## config.mk

```make
export PLATFORM = sky130hd
export DESIGN_NAME = alu_decode_exec
export DESIGN_NICKNAME = d
export VERILOG_FILES = /design/src/rtl/alu_pkg.sv /design/src/rtl/alu_mul_iter.sv /design/src/rtl/alu_decode_exec.sv
export SDC_FILE = /design/constraint.sdc
export NUM_CORES = 1
export LEC_CHECK = 0
export BUFFER_PORTS_ARGS = -buffer_cell sky130_fd_sc_hd__buf_2
export CAP_MARGIN = 0
export CORE_MARGIN = 1.5
export CORE_UTILIZATION = 55
export CTS_CLUSTER_SIZE = 40
export DETAILED_ROUTE_END_ITERATION = 8
export MAX_ROUTING_LAYER = met4
export PLACE_DENSITY = 0.88
export SETUP_SLACK_MARGIN = 0.1
export SLEW_MARGIN = 20
export SYNTH_ARGS = -nofsm -noshare
export SYNTH_HDL_FRONTEND = slang
export SYNTH_SLANG_ARGS = --single-unit
export TNS_END_PERCENT = 100
```

## constraint.sdc

```tcl
create_clock -name clk_i -period 5.4 [get_ports clk_i]
set_input_delay 0.54 -clock clk_i [delete_from_list [all_inputs] [get_ports clk_i]]
set_output_delay 0.54 -clock clk_i [all_outputs]
set_load 0.01 [all_outputs]
```

## src/rtl/alu_pkg.sv

```systemverilog
// Shared types for the EX-stage ALU: operation codes, FSM states and the
// instruction decoder. decode_op is the only place the {funct7,funct3,ALUOp}
// encodings live; every other file goes through it.
package alu_pkg;

    typedef enum logic [2:0] {
        OP_ADD = 3'b000,
        OP_SUB = 3'b001,
        OP_MUL = 3'b010,
        OP_NOP = 3'b011,
        OP_AND = 3'b100,
        OP_XOR = 3'b101,
        OP_SLL = 3'b110,
        OP_SRA = 3'b111
    } op_e;

    typedef enum logic [1:0] {
        ST_IDLE = 2'b00,
        ST_MUL  = 2'b01,
        ST_DONE = 2'b10
    } state_e;

    // key = {funct7[6:0], funct3[2:0], ALUOp[2:0]}
    function automatic op_e decode_op(input logic [12:0] key);
        op_e op;
        op = OP_NOP;
        casez (key)
            13'b???????_000_001,                 // addi
            13'b???????_010_000,                 // lw
            13'b???????_010_010,                 // sw
            13'b0000000_000_011: op = OP_ADD;    // add
            13'b0100000_000_011,                 // sub
            13'b???????_000_110: op = OP_SUB;    // beq
            13'b0000001_000_011: op = OP_MUL;    // mul
            13'b0000000_111_011: op = OP_AND;    // and
            13'b0000000_100_011: op = OP_XOR;    // xor
            13'b0000000_001_011: op = OP_SLL;    // sll
            13'b0100000_101_001: op = OP_SRA;    // srai
            default:             op = OP_NOP;
        endcase
        return op;
    endfunction

endpackage

```

## src/rtl/alu_mul_iter.sv

```systemverilog
// Iterative shift-add multiplier, low XLEN bits of op_a*op_b.
// Latency: XLEN/MUL_BITS_PER_CYCLE iterations after start; last flags the final one.
// Backpressure: none; start is only honoured by the caller when idle, clr aborts at once.
// Ports: clk, rst_n (sync active-low), clr (sync abort), start, op_a, op_b,
//        last (this cycle retires the final bits), product (accumulator after this cycle).
module alu_mul_iter #(
    parameter int XLEN               = 32,
    parameter int MUL_BITS_PER_CYCLE = 1
) (
    input  logic            clk,
    input  logic            rst_n,
    input  logic            clr,
    input  logic            start,
    input  logic [XLEN-1:0] op_a,
    input  logic [XLEN-1:0] op_b,
    output logic            last,
    output logic [XLEN-1:0] product
);
    import alu_pkg::*;

    localparam int N  = XLEN / MUL_BITS_PER_CYCLE;
    localparam int CW = $clog2(N + 1);

    logic [XLEN-1:0] acc;
    logic [XLEN-1:0] mcand;     // multiplicand, pre-shifted to the current bit position
    logic [XLEN-1:0] mplier;    // multiplier, consumed from the LSB end
    logic [CW-1:0]   cnt;
    logic [XLEN-1:0] partial;

    // Sum of the shifted multiplicand for each multiplier bit retired this cycle.
    always_comb begin
        partial = '0;
        for (int j = 0; j < MUL_BITS_PER_CYCLE; j++) begin
            if (mplier[j]) begin
                partial = partial + (mcand << j);
            end
        end
    end

    assign product = acc + partial;
    assign last    = (cnt == CW'(1));

    always_ff @(posedge clk) begin
        if (!rst_n || clr) begin
            acc    <= '0;
            mcand  <= '0;
            mplier <= '0;
            cnt    <= '0;
        end else if (start) begin
            acc    <= '0;
            mcand  <= op_a;
            mplier <= op_b;
            cnt    <= CW'(N);
        end else if (cnt != '0) begin
            acc    <= product;
            mcand  <= mcand << MUL_BITS_PER_CYCLE;
            mplier <= mplier >> MUL_BITS_PER_CYCLE;
            cnt    <= cnt - CW'(1);
        end
    end

endmodule

```

## src/rtl/alu_decode_exec.sv

```systemverilog
// EX-stage ALU: decodes {funct7,funct3,ALUOp} and executes; single-cycle ops, iterative MUL.
// Latency: 1 cycle for single-cycle ops, XLEN/MUL_BITS_PER_CYCLE+1 for MUL.
// Backpressure: ready_o low while MUL iterates (busy_o stalls upstream); flush_i kills work.
// Ports: clk_i, rst_i (sync active-low), flush_i, valid_i/ready_o issue handshake,
//        ALUOp_i/funct7_i/funct3_i decode key, src1_i/src2_i operands,
//        valid_o/result_o/zero_o result pulse, busy_o stall request.
module alu_decode_exec #(
    parameter int XLEN               = 32,
    parameter int MUL_BITS_PER_CYCLE = 1
) (
    input  logic            clk_i,
    input  logic            rst_i,
    input  logic            flush_i,
    input  logic            valid_i,
    output logic            ready_o,
    input  logic [2:0]      ALUOp_i,
    input  logic [6:0]      funct7_i,
    input  logic [2:0]      funct3_i,
    input  logic [XLEN-1:0] src1_i,
    input  logic [XLEN-1:0] src2_i,
    output logic            valid_o,
    output logic [XLEN-1:0] result_o,
    output logic            zero_o,
    output logic            busy_o
);
    import alu_pkg::*;

    localparam int SHW = $clog2(XLEN);

    state_e          state_q, state_d;
    op_e             op;
    logic            issue;
    logic            mul_start;
    logic            mul_last;
    logic            mul_finish;
    logic            load_sc;
    logic [XLEN-1:0] mul_prod;
    logic [XLEN-1:0] sc_res;
    logic [SHW-1:0]  shamt;
    logic            vld_q;
    logic [XLEN-1:0] res_q;
    logic            zero_q;
    logic [XLEN-1:0] res_d;

    assign op    = decode_op({funct7_i, funct3_i, ALUOp_i});
    assign shamt = src2_i[SHW-1:0];

    // DONE hands its result out and accepts the next op in the same cycle,
    // so only the iterating state refuses issue.
    assign ready_o = (state_q != ST_MUL);
    assign busy_o  = (state_q != ST_IDLE);
    assign issue   = valid_i && ready_o && !flush_i;

    always_comb begin
        sc_res = '0;
        case (op)
            OP_ADD:  sc_res = src1_i + src2_i;
            OP_SUB:  sc_res = src1_i - src2_i;
            OP_AND:  sc_res = src1_i & src2_i;
            OP_XOR:  sc_res = src1_i ^ src2_i;
            OP_SLL:  sc_res = src1_i << shamt;
            OP_SRA:  sc_res = $unsigned($signed(src1_i) >>> shamt);
            default: sc_res = '0;   // NOP, and MUL is produced by the multiplier
        endcase
    end

    always_comb begin
        state_d   = state_q;
        mul_start = 1'b0;
        load_sc   = 1'b0;
        case (state_q)
            ST_IDLE, ST_DONE: begin
                state_d = ST_IDLE;
                if (issue) begin
                    if (op == OP_MUL) begin
                        state_d   = ST_MUL;
                        mul_start = 1'b1;
                    end else begin
                        load_sc = 1'b1;
                    end
                end
            end
            ST_MUL: begin
                if (flush_i) begin
                    state_d = ST_IDLE;
                end else if (mul_last) begin
                    state_d = ST_DONE;
                end
            end
            default: state_d = ST_IDLE;
        endcase
    end

    assign mul_finish = (state_q == ST_MUL) && mul_last && !flush_i;
    assign res_d      = load_sc ? sc_res : mul_prod;

    always_ff @(posedge clk_i) begin
        if (!rst_i) begin
            state_q <= ST_IDLE;
            vld_q   <= 1'b0;
            res_q   <= '0;
            zero_q  <= 1'b0;
        end else begin
            state_q <= state_d;
            vld_q   <= load_sc || mul_finish;
            if (load_sc || mul_finish) begin
                res_q  <= res_d;
                zero_q <= (res_d == '0);
            end
        end
    end

    // The MUL result is already registered when DONE is entered; a flush
    // arriving during DONE still has to swallow the pulse.
    assign valid_o  = vld_q && !((state_q == ST_DONE) && flush_i);
    assign result_o = res_q;
    assign zero_o   = zero_q && valid_o;

    alu_mul_iter #(
        .XLEN               (XLEN),
        .MUL_BITS_PER_CYCLE (MUL_BITS_PER_CYCLE)
    ) u_mul (
        .clk     (clk_i),
        .rst_n   (rst_i),
        .clr     (flush_i),
        .start   (mul_start),
        .op_a    (src1_i),
        .op_b    (src2_i),
        .last    (mul_last),
        .product (mul_prod)
    );

endmodule

```

==> results.sh <==
export IMPL_status="finished clean"
export IMPL_yosys_top_cells_area="dfxtp_1 (18%), ha_1 (8.2%), nand2_1 (7.7%)"
export IMPL_post_cts_setup_buffers=0
export IMPL_crit_path_end_kind="flop"
export IMPL_antenna_found_initial=3
export IMPL_pwr_density_cell_mw_per_mm2=258.2
export IMPL_ys_top_cells_by_count="nand2_1 (310), nor2_1 (218), a21oi_1 (146)"
export IMPL_synth_warnings=0
export IMPL_vias=17967
export IMPL_final_area_mm2=0.01670
export IMPL_synth_cell_type_count=90
export IMPL_arrival_ns=5.30
export IMPL_gp_congestion=1.074
export IMPL_critPathKind="in2reg"
export IMPL_syn_area_per_cell_um2=7.314
export IMPL_grt_pass1_vias=16500
export IMPL_clk_path_buf_depth=2
export IMPL_cts_root_buf="clkbuf_16"
export IMPL_cts_reportedPaths_clkPinSlew_ns=0.06
export IMPL_start_util_pct=55.98
export IMPL_syn_nets=2238
export IMPL_drc=0
export IMPL_start_kind="input pin"
export IMPL_final_seq_area_mm2=0.002763
export IMPL_finalSetupTns_ns=0
export IMPL_dp_cells=2444
export IMPL_die_area_mm2=0.02836
export IMPL_synth_cell_area_mm2=0.01504
export IMPL_final_hold_viol_count=0
export IMPL_final_cells=2485
export IMPL_cts_buffers=17
export IMPL_cts_hold_buffers=0
export IMPL_nNetsFinal=2303
export IMPL_worst_endpoint_required_ns=5.78
export IMPL_drv_slew=0
export IMPL_grt_pass1_wl_mm=102.1
export IMPL_num_rows=60
export IMPL_antenna_left=0
export IMPL_ys_flop_type="dfxtp_1"
export IMPL_core_area_mm2=0.02688
export IMPL_worst_skew_pair_late_latency_ns=0.45
export IMPL_max_slew_margin_pct=8.313
export IMPL_placed_area_mm2=0.01606
export IMPL_synth_most_common_cell="nand2_1"
export IMPL_drtIter0Drc=2465
export IMPL_drive_above_1_share_pct=14.47
export IMPL_async_flop_share_pct=0
export IMPL_grt_setup_unrepaired="no"
export IMPL_grt_max_degree=102
export IMPL_cts_tree="done"
export IMPL_drtPass1Iterations=7
export IMPL_synth_edf_count=0
export IMPL_finalPower_uw=4313
export IMPL_synth_area_leader_cell="dfxtp_1"
export IMPL_clock_sinks=138
export IMPL_max_slew_worst_pin_slew_ns=1.366
export IMPL_finalCriticalPeriod_ns=4.924
export IMPL_overflow=0
export IMPL_setup_viol=0
export IMPL_die_height_um=168.4
export IMPL_ctsResizeCount=0
export IMPL_detail_route_wl_per_cell_um=27.97
export IMPL_area_growth_pct=11.02
export IMPL_viasPerCell=7.230
export IMPL_netlist_area_leader_share_pct=18.36
export IMPL_yosysSeqAreaShare_pct=18.36
export IMPL_hold_class="in2reg"
export IMPL_synth_seq_cells=138
export IMPL_synthCells=2057
export IMPL_skew_ns=0.01409
export IMPL_chipWidth_um=168.4
export IMPL_leakage_uw=0.006809
export IMPL_n_fill_cell=2340
export IMPL_portBuffers=116
export IMPL_vdd_drop_max_mv=0.8067
export IMPL_crit_fanout=4
export IMPL_hpwl_mm=50.26
export IMPL_htreeDepth=4
export IMPL_fmax_ghz=0.2031
export IMPL_multi_input_area_mm2=0.01158
export IMPL_min_period_over_period_pct=91.18
export IMPL_drv_cap=0
export IMPL_final_util_pct=62.15
export IMPL_finalWirelength_mm=69.51
export IMPL_grt_total_usage_pct=49.69
export IMPL_design_portCount=117
==> routing by layer <==
metal  up-vias  GRT usage (%)  share of wire [%]
met5         -              -                  0
met4         0          32.69                7.7
met3       374          12.55                 13
met2      1418          73.28                 42
met1      8424          60.06                 37
li1       7751              -                  -
==> cell families after synthesis <==
family	count (synthesis)	share of synthesized area, %
compound gates	587	25.52
xor+xnor	84	4.890
fa+ha+maj	100	8.417
buf+inv	182	5.090
flops	138	18.36
mux	119	11.69
simple gates	847	26.03
==> worst paths after layout <==
| check | from | to | slack (ns) | cells past startpoint |
|---|---|---|---|---|
| setup reg to reg | u_mul.mplier[0] | zero_q | 0.64 | 14 |
| hold reg to reg | result_o[2] | result_o[2] | 0.45 | 2 |
| setup / recovery | funct7_i[1] | zero_q | 0.48 | 17 |
| hold / removal | src2_i[31] | u_mul.mplier[31] | 0.43 | 3 |
==> layout by cell type, fill, tap and decap left out, types with 15 or more instances in the layout <==
cell type,count
a221oi_1,15
and2_1,40
nand3_1,105
mux2i_1,58
nand4_1,19
a21oi_1,145
nor2_1,217
mux4_2,43
xnor2_1,51
or3_1,16
o21ai_1,16
buf_4,75
nand2b_1,20
xor2_1,33
buf_2,115
a22oi_1,29
dfxtp_1,138
o211ai_1,28
a211oi_1,39
clkbuf_16,17
a21o_1,24
inv_1,33
o21ai_0,136
nor3_1,31
ha_1,98
nand2_1,310
==> power breakdown <==
| part | leakage, µW | internal, µW | switching, µW | total, µW |
|---|---|---|---|---|
| combinational | 0.00540 | 512 | 1470 | 1980 |
| clock | 0.000295 | 703 | 542 | 1250 |
| sequential | 0.00112 | 1060 | 32.7 | 1090 |
| total | 0.00681 | 2270 | 2040 | 4310 |
==> worst max-delay path, cell delays in order <==
cell and delay, ns:
buf_2 0.11, nor4_2 0.31, a32oi_1 0.20, or4_1 0.65
mux2i_1 0.21, fa_1 0.46, a21o_1 0.24, a311oi_1 0.31
o21a_1 0.23, xor2_1 0.25, nor2_1 0.07, o32ai_1 0.37
nand4_1 0.13, nor4_1 0.39, nand4b_1 0.15, or4_1 0.55
o21ai_1 0.12
==> flip-flops by register name, indices dropped and copies added, names as in the netlist <==
name and cells:
u_mul.mplier 32, state_q 2, u_mul.cnt 6, u_mul.mcand 32, vld_q 1, zero_q 1
result_o 32, u_mul.acc 32
==> layout make-up <==
class,instances,share of cell area (%)
clock inverters,14,0.9664
repair buffers,192,7.057
clock buffers,18,2.629
flip-flops and latches,138,16.54
diodes,9,0.1348
well taps,341,2.554
multi-input cells,1737,69.31
inverters,36,0.8091
==> through the flow <==
stage / hold slack (ns) / setup WS (ns)
after floorplan: 0.4321 / 0.1665
after global placement: 0.4387 / 0.1179
after detailed placement: 0.4430 / 0.01829
after CTS: 0.4204 / 0.4680
after global routing: 0.4415 / 0.1725
final: 0.4321 / 0.4761
(Power assumes the default switching activity.)
